===== src/rtl/turn_scheduler_if.sv =====
// Request/acknowledge bus between the turn scheduler and the shared damage calculator.
interface turn_scheduler_if #(
    parameter int HP_W = 8
);
    logic            calc_req;
    logic            calc_is_player;
    logic            calc_ack;
    logic [HP_W-1:0] calc_damage;

    modport master (
        output calc_req,
        output calc_is_player,
        input  calc_ack,
        input  calc_damage
    );

    modport slave (
        input  calc_req,
        input  calc_is_player,
        output calc_ack,
        output calc_damage
    );
endinterface


===== src/rtl/turn_scheduler.sv =====
// Sequences one battle turn: speed ordering, shared damage-calc handshake,
// saturating HP updates and ENTER-gated attack text.
module turn_scheduler #(
    parameter int HP_W             = 8,
    parameter bit TIE_PLAYER_FIRST = 1'b1,
    parameter int CALC_TIMEOUT     = 16
) (
    input  logic                Clk,
    input  logic                Reset,
    turn_scheduler_if.master    calc,
    input  logic                turn_start,
    input  logic [HP_W-1:0]     player_speed,
    input  logic [HP_W-1:0]     enemy_speed,
    input  logic [HP_W-1:0]     player_hp_in,
    input  logic [HP_W-1:0]     enemy_hp_in,
    input  logic                text_ack,
    output logic                show_attack,
    output logic                show_is_player,
    output logic [HP_W-1:0]     player_hp,
    output logic [HP_W-1:0]     enemy_hp,
    output logic                turn_done,
    output logic                player_fainted,
    output logic                enemy_fainted,
    output logic                calc_err,
    output logic                busy
);
    localparam int TW = $clog2(CALC_TIMEOUT + 1);
    localparam logic [TW-1:0] TMO_LAST = TW'(CALC_TIMEOUT - 1);

    typedef enum logic [2:0] {
        S_IDLE, S_ORDER, S_REQ1, S_SHOW1, S_CHECK, S_REQ2, S_SHOW2, S_DONE
    } state_t;

    state_t          state_q, state_d;
    logic            first_q, first_d;
    logic [HP_W-1:0] pspd_q, espd_q;
    logic [HP_W-1:0] php_q, ehp_q;
    logic [TW-1:0]   tmo_q;
    logic            calc_req_q, calc_is_player_q;
    logic            pfaint_q, efaint_q, err_q;
    logic            atk_player, def_dead, hit_ack, hit_tmo;

    function automatic logic [HP_W-1:0] sat_sub(input logic [HP_W-1:0] hp,
                                                 input logic [HP_W-1:0] dmg);
        return (dmg >= hp) ? '0 : hp - dmg;
    endfunction

    // Attack 2 is always made by the side that did not go first.
    assign atk_player = (state_q == S_REQ2 || state_q == S_SHOW2) ? ~first_q : first_q;
    assign def_dead   = first_q ? (ehp_q == '0) : (php_q == '0);
    assign first_d    = (state_q == S_ORDER)
                        ? ((pspd_q > espd_q) || ((pspd_q == espd_q) && TIE_PLAYER_FIRST))
                        : first_q;

    always_comb begin
        state_d = state_q;
        hit_ack = 1'b0;
        hit_tmo = 1'b0;
        case (state_q)
            S_IDLE:  if (turn_start) state_d = S_ORDER;
            S_ORDER: state_d = S_REQ1;
            S_REQ1, S_REQ2: begin
                if (calc.calc_ack) begin
                    hit_ack = 1'b1;
                    state_d = (state_q == S_REQ1) ? S_SHOW1 : S_SHOW2;
                end else if (tmo_q == TMO_LAST) begin
                    hit_tmo = 1'b1;
                    state_d = (state_q == S_REQ1) ? S_SHOW1 : S_SHOW2;
                end
            end
            S_SHOW1: if (text_ack) state_d = S_CHECK;
            S_SHOW2: if (text_ack) state_d = S_DONE;
            S_CHECK: state_d = def_dead ? S_DONE : S_REQ2;
            S_DONE:  state_d = S_IDLE;
            default: state_d = S_IDLE;
        endcase
    end

    always_ff @(posedge Clk) begin
        if (Reset) begin
            state_q          <= S_IDLE;
            first_q          <= 1'b0;
            pspd_q           <= '0;
            espd_q           <= '0;
            php_q            <= '0;
            ehp_q            <= '0;
            tmo_q            <= '0;
            calc_req_q       <= 1'b0;
            calc_is_player_q <= 1'b0;
            pfaint_q         <= 1'b0;
            efaint_q         <= 1'b0;
            err_q            <= 1'b0;
        end else begin
            state_q          <= state_d;
            first_q          <= first_d;
            calc_req_q       <= (state_d == S_REQ1) || (state_d == S_REQ2);
            calc_is_player_q <= (state_d == S_REQ2) ? ~first_d : first_d;
            // Counter restarts on every entry to a request state.
            if ((state_q == S_REQ1 || state_q == S_REQ2) && state_d == state_q)
                tmo_q <= tmo_q + 1'b1;
            else
                tmo_q <= '0;
            if (state_q == S_IDLE && turn_start) begin
                pspd_q   <= player_speed;
                espd_q   <= enemy_speed;
                php_q    <= player_hp_in;
                ehp_q    <= enemy_hp_in;
                err_q    <= 1'b0;
                pfaint_q <= 1'b0;
                efaint_q <= 1'b0;
            end
            if (hit_ack) begin
                if (atk_player) ehp_q <= sat_sub(ehp_q, calc.calc_damage);
                else            php_q <= sat_sub(php_q, calc.calc_damage);
            end
            if (hit_tmo) err_q <= 1'b1;
            if (state_d == S_DONE && state_q != S_DONE) begin
                pfaint_q <= (php_q == '0);
                efaint_q <= (ehp_q == '0);
            end
        end
    end

    assign calc.calc_req       = calc_req_q;
    assign calc.calc_is_player = calc_is_player_q;
    assign show_attack         = (state_q == S_SHOW1) || (state_q == S_SHOW2);
    assign show_is_player      = atk_player;
    assign player_hp           = php_q;
    assign enemy_hp            = ehp_q;
    assign turn_done           = (state_q == S_DONE);
    assign player_fainted      = pfaint_q;
    assign enemy_fainted       = efaint_q;
    assign calc_err            = err_q;
    assign busy                = (state_q != S_IDLE);
endmodule

===== src/flat_wrapper.sv =====
// flat-port wrapper written by rule: the top's interface ports become plain ports
module turn_scheduler_flat 
#(
    parameter int HP_W             = 8,
    parameter bit TIE_PLAYER_FIRST = 1'b1,
    parameter int CALC_TIMEOUT     = 16
)
  (Clk, Reset, turn_start, player_speed, enemy_speed, player_hp_in, enemy_hp_in, text_ack, show_attack, show_is_player, player_hp, enemy_hp, turn_done, player_fainted, enemy_fainted, calc_err, busy, calc_calc_req, calc_calc_is_player, calc_calc_ack, calc_calc_damage);
  turn_scheduler_if #(.HP_W(HP_W)) calc_i ();
  input  logic Clk;
  input  logic Reset;
  input  logic turn_start;
  input  logic [HP_W-1:0] player_speed;
  input  logic [HP_W-1:0] enemy_speed;
  input  logic [HP_W-1:0] player_hp_in;
  input  logic [HP_W-1:0] enemy_hp_in;
  input  logic text_ack;
  output logic show_attack;
  output logic show_is_player;
  output logic [HP_W-1:0] player_hp;
  output logic [HP_W-1:0] enemy_hp;
  output logic turn_done;
  output logic player_fainted;
  output logic enemy_fainted;
  output logic calc_err;
  output logic busy;
  output wire logic [$bits(calc_i.calc_req)-1:0] calc_calc_req;
  output wire logic [$bits(calc_i.calc_is_player)-1:0] calc_calc_is_player;
  input wire logic [$bits(calc_i.calc_ack)-1:0] calc_calc_ack;
  input wire logic [$bits(calc_i.calc_damage)-1:0] calc_calc_damage;
  assign calc_calc_req = calc_i.calc_req;
  assign calc_calc_is_player = calc_i.calc_is_player;
  assign calc_i.calc_ack = calc_calc_ack;
  assign calc_i.calc_damage = calc_calc_damage;
  turn_scheduler #(.HP_W(HP_W), .TIE_PLAYER_FIRST(TIE_PLAYER_FIRST), .CALC_TIMEOUT(CALC_TIMEOUT)) u_core (.Clk(Clk), .Reset(Reset), .calc(calc_i), .turn_start(turn_start), .player_speed(player_speed), .enemy_speed(enemy_speed), .player_hp_in(player_hp_in), .enemy_hp_in(enemy_hp_in), .text_ack(text_ack), .show_attack(show_attack), .show_is_player(show_is_player), .player_hp(player_hp), .enemy_hp(enemy_hp), .turn_done(turn_done), .player_fainted(player_fainted), .enemy_fainted(enemy_fainted), .calc_err(calc_err), .busy(busy));
endmodule

===== config.mk =====
export PLATFORM = sky130hd
export DESIGN_NAME = turn_scheduler_flat
export DESIGN_NICKNAME = d
export VERILOG_FILES = /design/src/rtl/turn_scheduler_if.sv /design/src/rtl/turn_scheduler.sv /design/src/flat_wrapper.sv
export SDC_FILE = /design/constraint.sdc
export NUM_CORES = 1
export LEC_CHECK = 0
export BUFFER_PORTS_ARGS = -buffer_cell sky130_fd_sc_hd__buf_2
export CORE_UTILIZATION = 40
export DETAILED_ROUTE_END_ITERATION = 10
export PLACE_DENSITY = 0.72
export SLEW_MARGIN = 5
export SYNTH_ARGS = -nofsm -noshare
export SYNTH_HDL_FRONTEND = slang
export SYNTH_SLANG_ARGS = --single-unit

===== constraint.sdc =====
create_clock -name Clk -period 2.5 [get_ports Clk]
set_clock_uncertainty 0.1 [all_clocks]
set_input_delay 0.125 -clock Clk [delete_from_list [all_inputs] [get_ports Clk]]
set_output_delay 0.125 -clock Clk [all_outputs]
set_load 0.02 [all_outputs]

; Word-level counts from Yosys, hierarchy flattened
; Cells that the tools add are included.
[classes]
n_addsub = 3
n_lt_le_gt_ge = 3
eq_ne = 14
mux = 29
n_bitwise = 3
reduce_logical = 16
[op_table]
columns = op, count
row1 = two-way mux 8 bit, 8
row2 = one-hot mux 3 bit (7 select lines), 1
row3 = "== test 3 bit, second input constant", 6
row4 = two-way mux 3 bit, 6
row5 = >= comparator 8 bit, 2
row6 = logical NOT 8 bit, 2
row7 = subtractor 8 bit, 2
row8 = two-way mux 1 bit, 13
row9 = "== test 3 x 2 -> 1 bit, second input constant", 3
row10 = == test 8 bit, 1
row11 = greater-than comparator 8 bit, 1
row12 = "adder 5 x 1 -> 5 bit, second input constant", 1
row13 = "== test 5 x 4 -> 1 bit, second input constant", 1
row14 = logical OR 1 bit, 5
row15 = nonzero test 2 bit, 2
row16 = OR reduction 2 bit, 2
row17 = "== test 3 x 1 -> 1 bit, second input constant", 1
row18 = == test 3 bit, 1
row19 = logical AND 1 bit, 3
row20 = logical NOT 3 bit, 1
row21 = "inequality test 3 bit, second input constant", 1
row22 = NOT 1 bit, 3
row23 = nonzero test 3 bit, 1
row24 = two-way mux 2 bit, 1
[word_totals]
regBits = 46
input_bits = 45
output_inout_bits = 25
word_cells = 80

; Longest topological paths before layout
; Gate-level depths: netlist of run 1.
[depth]
ltp_word = 9
ltp_mapped = 9
mapped_depth_nobuf = 9

; Worst setup path before layout of run 1
; Ideal clock, no wire load.
[synth_path]
path_kind = register -> register
start = register u_core.tmo_q[0]
end = register u_core.efaint_q (netlist: u_core.enemy_fainted)
setup_time_ps = 72
arrival_time_ps = 1981
required_time_ps = 2328
slack_ps = 347
stages_incl_launch_ff = 9
path_buffers = 0
period_less_slack_ps = 2153
path_cell_list = dfxtp_1 > ha_1 > and3_1 > ha_1 > or3b_2 > a22oi_1 > nand3_1 > nand3_1 > mux2i_1
[synth_between]
elab_chain_cells = 7
elab_cells_between_ends = 8
classes_between = eq/ne: 2 / mux: 4 / reduce/logical: 2
[synth_rtl]
columns = item, line
row1 = start: declaration, turn_scheduler.sv:38  ; logic [TW-1:0] tmo_q;
row2 = start signal: assignment, turn_scheduler.sv:100  ; tmo_q <= tmo_q + 1'b1;
row3 = == test 5 x 4 -> 1 bit (*), turn_scheduler.sv:66  ; end else if (tmo_q == TMO_LAST) begin
row4 = two-way mux 3 bit (*), turn_scheduler.sv:66
row5 = two-way mux 3 bit (*), turn_scheduler.sv:63  ; if (calc.calc_ack) begin
row6 = one-hot mux 3 bit (7 select lines) (*), turn_scheduler.sv:59  ; case (state_q)
row7 = == test 3 bit (*), turn_scheduler.sv:117  ; if (state_d == S_DONE && state_q != S_DONE) begin
row8 = logical AND 1 bit (*), turn_scheduler.sv:117
row9 = two-way mux 1 bit / nonzero test 2 bit (equally long branches), n/a
row10 = end signal: assignment, turn_scheduler.sv:119  ; efaint_q <= (ehp_q == '0);
row11 = end: declaration, turn_scheduler.sv:40  ; logic pfaint_q, efaint_q, err_q;
; Mark *: on every way between the ends. The rest lies on a longest branch, timed or not.
; A chain may end at the register's enable or synchronous reset.

; Worst setup path after layout of run 1
[layout_path]
start = register u_core.tmo_q[0]
end = register u_core.pfaint_q (netlist: u_core.player_fainted)
[layout_between]
elab_chain_cells = 7
elab_cells_between_ends = 8
classes_between = eq/ne: 2 / mux: 4 / reduce/logical: 2
[layout_rtl]
columns = item, line
row1 = == test 5 x 4 -> 1 bit (*), turn_scheduler.sv:66
row2 = two-way mux 3 bit (*), turn_scheduler.sv:66
row3 = two-way mux 3 bit (*), turn_scheduler.sv:63
row4 = one-hot mux 3 bit (7 select lines) (*), turn_scheduler.sv:59
row5 = == test 3 bit (*), turn_scheduler.sv:117
row6 = logical AND 1 bit (*), turn_scheduler.sv:117
row7 = two-way mux 1 bit / nonzero test 2 bit (equally long branches), n/a
row8 = end signal: assignment, turn_scheduler.sv:118  ; pfaint_q <= (php_q == '0);
row9 = end: declaration, turn_scheduler.sv:40
; Marked as above.

==> qor.csv, run 1 <==
stage,metric,value,unit
run_status,status,finished clean,
detailed_routing,vias,3107,
grt,grt_usage,21.4,%
yosys,synth_top_area_share,29.6,%
job,maxCapViolations,0,
timing,fin_crit,2.30,ns
worst_setup_path,max_stage_delay,0.47,ns
power,p_leak,1.73,nW
power,pwr_density_cell,556,nW/um^2
placement,place_congestion,0.975,
power,ir_drop,0.000257,V
cells_and_area,drive_gt1_share,19.8,%
yosys,synth_area_leaders,"dfxtp_1 30%, ha_1 10%, nand2_1 8.3%, a21oi_1 7.1%, nor2_1 3.7%",
worst_setup_path,r2r_cells,8,
yosys,synthCells,397,
floorplanning,die_h,90.2,um
floorplanning,core,7370,um^2
detailed_routing,wl_per_cell,14.5,um
min_path,whs_endpoint,u_core.state_q[0],
placement,place_hpwl,6010,um
yosys,synth_edf_count,0,
yosys,syn_nets,470,
worst_setup_path,cp-start-kind,flip-flop,
timing,slew_headroom,44.9,%
min_path,hold_path.class,input port to flip-flop,
timing,fin_crit_sh,92.1,%
grt,grt_pass1_vias,3009,
yosys,synth-seq-area-share,29.6,%
floorplanning,die-area,8130,um^2
grt,antenna_found_initial,0,
yosys,synth_async_sr_flop_share,0,%
clock_tree,insertion_delay,0.32,ns
cells_and_area,fillerInstances,728,
timing,tightest_slew,0.826,ns
timing,fmax,435,MHz
floorplanning,die_x,90.2,um
detailed_routing,wl,8360,um
yosys,ys_types,56,
detailed_routing,drc,0,
timing,setup_viol,0,
detailed_routing,firstDrtPassIters,4,
clock_tree,cts.sinks,46,
clock_tree,h-tree-depth,2,
clock_tree,numCtsBuffers,5,
worst_setup_path,crit_path_cell_trace,"ha_1, and3_1, ha_1, or3b_2, a22oi_1, nand3_1, nand3_1, mux2i_1",
worst_setup_path,worstReg2RegStart,u_core.tmo_q[0],
placement,portBuffers,69,
detailed_routing,ant_nets,0,
yosys,synth_area_leader_cell,dfxtp_1,
yosys,synth-seq-cells,46,
floorplanning,ios,70,
worst_setup_path,path_max_fanout,5,
floorplanning,row_count,31,
placement,place_area,3540,um^2
timing,rsz0062_at_grt,false,
timing,hold_viol,0,
detailed_routing,vias_per_cell,5.38,
yosys,synthTopCellsByCount,"69 x nand2_1, 46 x dfxtp_1, 44 x a21oi_1",
yosys,avgSynthCellArea,7.83,um^2
clock_tree,cts_root_buf,clkbuf_8,
yosys,synth_area,3110,um^2
timing,setup_tns,0,ns
clock_tree,tritoncts,built,
worst_setup_path,slowest_stage,or3b_2,
cells_and_area,fin_area,3800,um^2
min_path,holdCritStartpoint,text_ack,
cells_and_area,n_antenna_cell,0,
floorplanning,start_util,42.2,%
grt,grt_max_degree,42,
worst_setup_path,worstReg2RegEnd,u_core.player_fainted,
detailed_routing,drt_iter0_drc,118,
yosys,synthFlopType,dfxtp_1,
cells_and_area,nets,551,
yosys,yosysMostFrequentCell,nand2_1,
grt,grt_pass1_wl,14100,um
cells_and_area,area_delta_synth_final,22.3,%
worst_setup_path,cp.arrival,2.44,ns
grt,overflow,0,
worst_setup_path,r2r_slack,0.20,ns
worst_setup_path,crit_type,flip-flop to flip-flop,
worst_setup_path,worstPathRequired,2.64,ns
clock_tree,cts_max_path_buffers,2,
worst_setup_path,worst_setup_path_end_kind,flip-flop,
timing,slew_violations,0,
min_path,min_path_cells,4,
cells_and_area,fin_util,51.6,%
yosys,yosys_warnings,0,
clock_tree,clk_pin_slew,0.09,ns
## metrics by stage
step                total power, mW  hold WS [ns]  worst slack [ns]  std cells
finish                         2.11        0.0738             0.199        578
global route                   2.26        0.0903            0.0529        578
CTS                            2.12        0.0725             0.198        578
detailed placement             1.61         0.271             0.208        554
global placement               1.59         0.268             0.271        554
floorplan                      1.40         0.161             0.347        397
## layout make-up
type                            count  area [um^2]  area share, %
Clock buffer                        5         68.8           1.81
Timing Repair Buffer               91          551           14.5
Tap cell                           99          124           3.26
Inverter                           28          105           2.76
Clock inverter                      3         23.8          0.625
Sequential cell                    46          921           24.2
Multi-Input combinational cell    306         2010           52.9
## logic make-up (layout without fill, tap and decap cells)
logic type,count (synthesis),count (layout),synth area share (%)
AO/OA/AOI/OAI,104,104,22.9
XOR/XNOR,12,12,3.38
adder cells (fa/ha/maj),28,28,11.7
buffers and inverters,45,127,5.99
flip-flops,46,46,29.6
multiplexers,6,6,1.93
AND/OR/NAND/NOR,156,156,24.5
## routing by layer
layer / share of wire, % / GRT usage [%] / routed length, um / vias to the layer above
met3: 5.6 / 3.64 / 469 / 13
li1: - / - / - / 1572
met1: 46 / 27.2 / 3830 / 1414
met4: 1.5 / 7.12 / 127 / 0
met2: 47 / 36.5 / 3940 / 108
met5: 0 / 0 / 0 / -
## registers in the layout (all words and copies together), names as in the netlist
name                        flops
u_core.pspd_q                   8
u_core.espd_q                   8
u_core.tmo_q                    5
u_core.enemy_hp                 8
u_core.player_hp                8
u_core.enemy_fainted            1
u_core.calc.calc_req            1
u_core.first_q                  1
u_core.calc.calc_is_player      1
u_core.state_q                  3
u_core.player_fainted           1
u_core.calc_err                 1
## power by group
| group | total (mW) | internal, mW | switching [mW] |
|---|---|---|---|
| logic | 0.771 | 0.330 | 0.441 |
| registers | 0.856 | 0.793 | 0.0624 |
| clock network | 0.487 | 0.200 | 0.286 |
## cell usage in the layout (no fill, tap or decap), types with 4 or more instances in the layout
cell type and n:
nor2_1 30, nand2_1 69, a31oi_1 14, clkbuf_8 5
ha_1 26, inv_1 28, buf_4 6, mux2i_1 6
or3_1 4, o21ai_0 7, nor4_1 4, nor3b_1 5
nand3_1 9, dfxtp_1 46, xor2_1 4, a21oi_1 44
a21o_1 4, nand4_1 6, dlygate4sd3_1 16, nor2b_1 7
buf_2 69, xnor2_1 8
## what timing repair did
action / in CTS / in global routing
buffers inserted: 0 / 0
endpoints found under the setup margin: 0 / 1
endpoints found under the hold margin: 16 / 0
hold buffers: 16 / 0
resized for setup: 0 / 2
## worst max path at each step
stage / startpoint / endpoint / depth (start not counted)
6_report: u_core.tmo_q[0] / u_core.player_fainted / 8
5_1_grt: u_core.tmo_q[0] / u_core.player_fainted / 8
4_1_cts: u_core.tmo_q[0] / u_core.player_fainted / 8
3_5_place_dp: u_core.tmo_q[0] / u_core.player_fainted / 8
3_3_place_gp: u_core.tmo_q[0] / u_core.player_fainted / 8
2_1_floorplan: u_core.tmo_q[0] / u_core.enemy_fainted / 8
## worst max-delay path, delay by kind of cell, from the launching register on
family / cells / cell delay, ns
and+or+nand+nor: 4 / 0.93
DFF: 1 / 0.33
adders and majority gates: 2 / 0.46
muxes: 1 / 0.19
AOI/OAI and AO/OA: 1 / 0.23
Note: power is estimated with default switching activity, not from simulation.
==> inputs of run 2 (changes only) <==
- CTS_BUF_LIST: default -> sky130_fd_sc_hd__clkbuf_16
==> qor.csv, run 2 (synthesis gave the netlist of run 1 again) <==
stage,metric,value,unit
run_status,status,finished clean,
detailed_routing,wl,8470,um
worst_setup_path,max_stage_delay,0.47,ns
cells_and_area,n_antenna_cell,0,
detailed_routing,vias,3138,
clock_tree,cts_max_path_buffers,2,
detailed_routing,dr_wl_met3,496,um
clock_tree,clk_pin_slew,0.07,ns
cells_and_area,nets,551,
grt,grt_max_degree,42,
timing,setup_slack,0.197,ns
timing,fin_crit,2.30,ns
power,p_seq_share,37.2,%
power,pwr_density_cell,596,nW/um^2
clock_tree,numCtsBuffers,5,
clock_tree,cts_root_buf,clkbuf_16,
worst_setup_path,path_max_fanout,5,
detailed_routing,vias_per_cell,5.43,
placement,portBuffers,69,
detailed_routing,firstDrtPassIters,4,
clock_tree,cts_setup_buffers,0,
detailed_routing,wl_met1,3770,um
worst_setup_path,crit_type,flip-flop to flip-flop,
power,ir_drop,0.000325,V
floorplanning,die_h,90.2,um
timing,slew_violations,0,
placement,place_congestion,0.975,
grt,overflow,0,
worst_setup_path,worstReg2RegStart,u_core.tmo_q[0],
detailed_routing,drt_iter0_drc,144,
floorplanning,row_count,31,
worst_setup_path,worstReg2RegEnd,u_core.player_fainted,
floorplanning,die-area,8130,um^2
power,swShare,34.9,%
worst_setup_path,cp.arrival,2.42,ns
detailed_routing,drc,0,
floorplanning,start_util,42.2,%
floorplanning,ios,70,
worst_setup_path,slowest_stage,or3b_2,
power,combinationalPowerShare,33.5,%
cells_and_area,layout_common_cells,"69 x nand2_1, 69 x buf_2, 46 x dfxtp_1",
worst_setup_path,path_buf_inv,0,
floorplanning,die_x,90.2,um
detailed_routing,wl_per_cell,14.6,um
cells_and_area,fin_area,3860,um^2
cells_and_area,drive_gt1_share,19.6,%
worst_setup_path,crit_end,u_core.player_fainted,
worst_setup_path,r2r_slack,0.20,ns
cells_and_area,area_delta_synth_final,24.0,%
timing,fmax,434,MHz
cells_and_area,seqCellArea,921,um^2
placement,pre_cts_slack,0.208,ns
grt,antenna_found_initial,0,
grt,grt_pass1_vias,3087,
power,power_switching,0.803,mW
job,maxCapViolations,0,
min_path,hold_path.class,input port to flip-flop,
worst_setup_path,worstPathRequired,2.61,ns
power,power_frac_clock,29.3,%
worst_setup_path,cp-start-kind,flip-flop,
cells_and_area,multi_input_area,2010,um^2
grt,grt_pass1_wl,14500,um
timing,hold_ws,0.0994,ns
clock_tree,tritoncts,built,
placement,place_hpwl,6010,um
worst_setup_path,r2r_cells,8,
timing,hold_viol,0,
power,p_leak,1.76,nW
worst_setup_path,crit_path_cell_trace,"ha_1, and3_1, ha_1, or3b_2, a22oi_1, nand3_1, nand3_1, mux2i_1",
timing,fin_crit_sh,92.1,%
detailed_routing,routed-wl-met2,4020,um
detailed_routing,dr.max_layer_used,met4,
timing,rsz0062_at_grt,false,
placement,place_area,3540,um^2
timing,setup_tns,0,ns
timing,slew_headroom,45.7,%
worst_setup_path,cp_num_cells,8,
worst_setup_path,path_delay_family,simple AND/OR/NAND/NOR gates,
cells_and_area,fin_util,52.3,%
floorplanning,core,7370,um^2
clock_tree,h-tree-depth,2,
worst_setup_path,crit_start,u_core.tmo_q[0],
clock_tree,insertion_delay,0.29,ns
detailed_routing,ant_nets,0,
clock_tree,cts.sinks,46,
worst_setup_path,worst_setup_path_end_kind,flip-flop,
grt,grt_usage,21.6,%
timing,setup_viol,0,
power,internal_power,1.50,mW
timing,tightest_slew,0.814,ns
cells_and_area,fillerInstances,717,
==> run 2: layer usage <==
| metal | global-route usage [%] | up-vias |
|---|---|---|
| met5 | 0 | - |
| met4 | 7.53 | 0 |
| met3 | 3.21 | 19 |
| met2 | 37.3 | 120 |
| met1 | 27.4 | 1428 |
| li1 | - | 1571 |
==> run 2: worst min-delay path by stage <==
stage              startpoint  depth (start not counted)                end  slack [ns]
2_1_floorplan  enemy_speed[1]                          2   u_core.espd_q[1]        0.16
3_3_place_gp   enemy_speed[1]                          3   u_core.espd_q[1]        0.27
3_5_place_dp   enemy_speed[2]                          3   u_core.espd_q[2]        0.27
4_1_cts              text_ack                          4  u_core.state_q[0]         0.1
5_1_grt              text_ack                          4  u_core.state_q[0]        0.12
6_report             text_ack                          4  u_core.state_q[0]         0.1
==> run 2: repair_timing <==
| action | CTS | global route |
|---|---|---|
| endpoints found under the setup margin | 0 | 1 |
| resized for setup | 0 | 1 |
| hold endpoints to repair | 16 | 0 |
| hold buffers | 16 | 0 |
==> run 2: final cells by class <==
type / instances / area share [%]
clock buffers: 5 / 3.24
inverters: 28 / 2.72
well taps: 99 / 3.21
flip-flops and latches: 46 / 23.9
repair buffers: 91 / 14.3
clock inverters: 3 / 0.616
multi-input cells: 306 / 52.1
==> run 2: power by group through the flow <==
stage | Combinational [mW] | Sequential (mW) | Clock, mW
2_1_floorplan | 0.521 | 0.883 | 0
6_report | 0.770 | 0.857 | 0.674
5_1_grt | 0.858 | 0.867 | 0.723
3_5_place_dp | 0.738 | 0.872 | 0
3_3_place_gp | 0.723 | 0.868 | 0
4_1_cts | 0.764 | 0.856 | 0.688
==> run 2: worst register-to-register path: stages (launching register included) <==
cell and delay, ns:
dfxtp_1 0.32, ha_1 0.22, and3_1 0.18, ha_1 0.24
or3b_2 0.47, a22oi_1 0.23, nand3_1 0.13, nand3_1 0.16
mux2i_1 0.19
==> run 2: through the flow <==
step	cells	power [mW]
detailed placement	554	1.61
global route	578	2.45
CTS	578	2.31
global placement	554	1.59
floorplan	397	1.40
finish	578	2.30
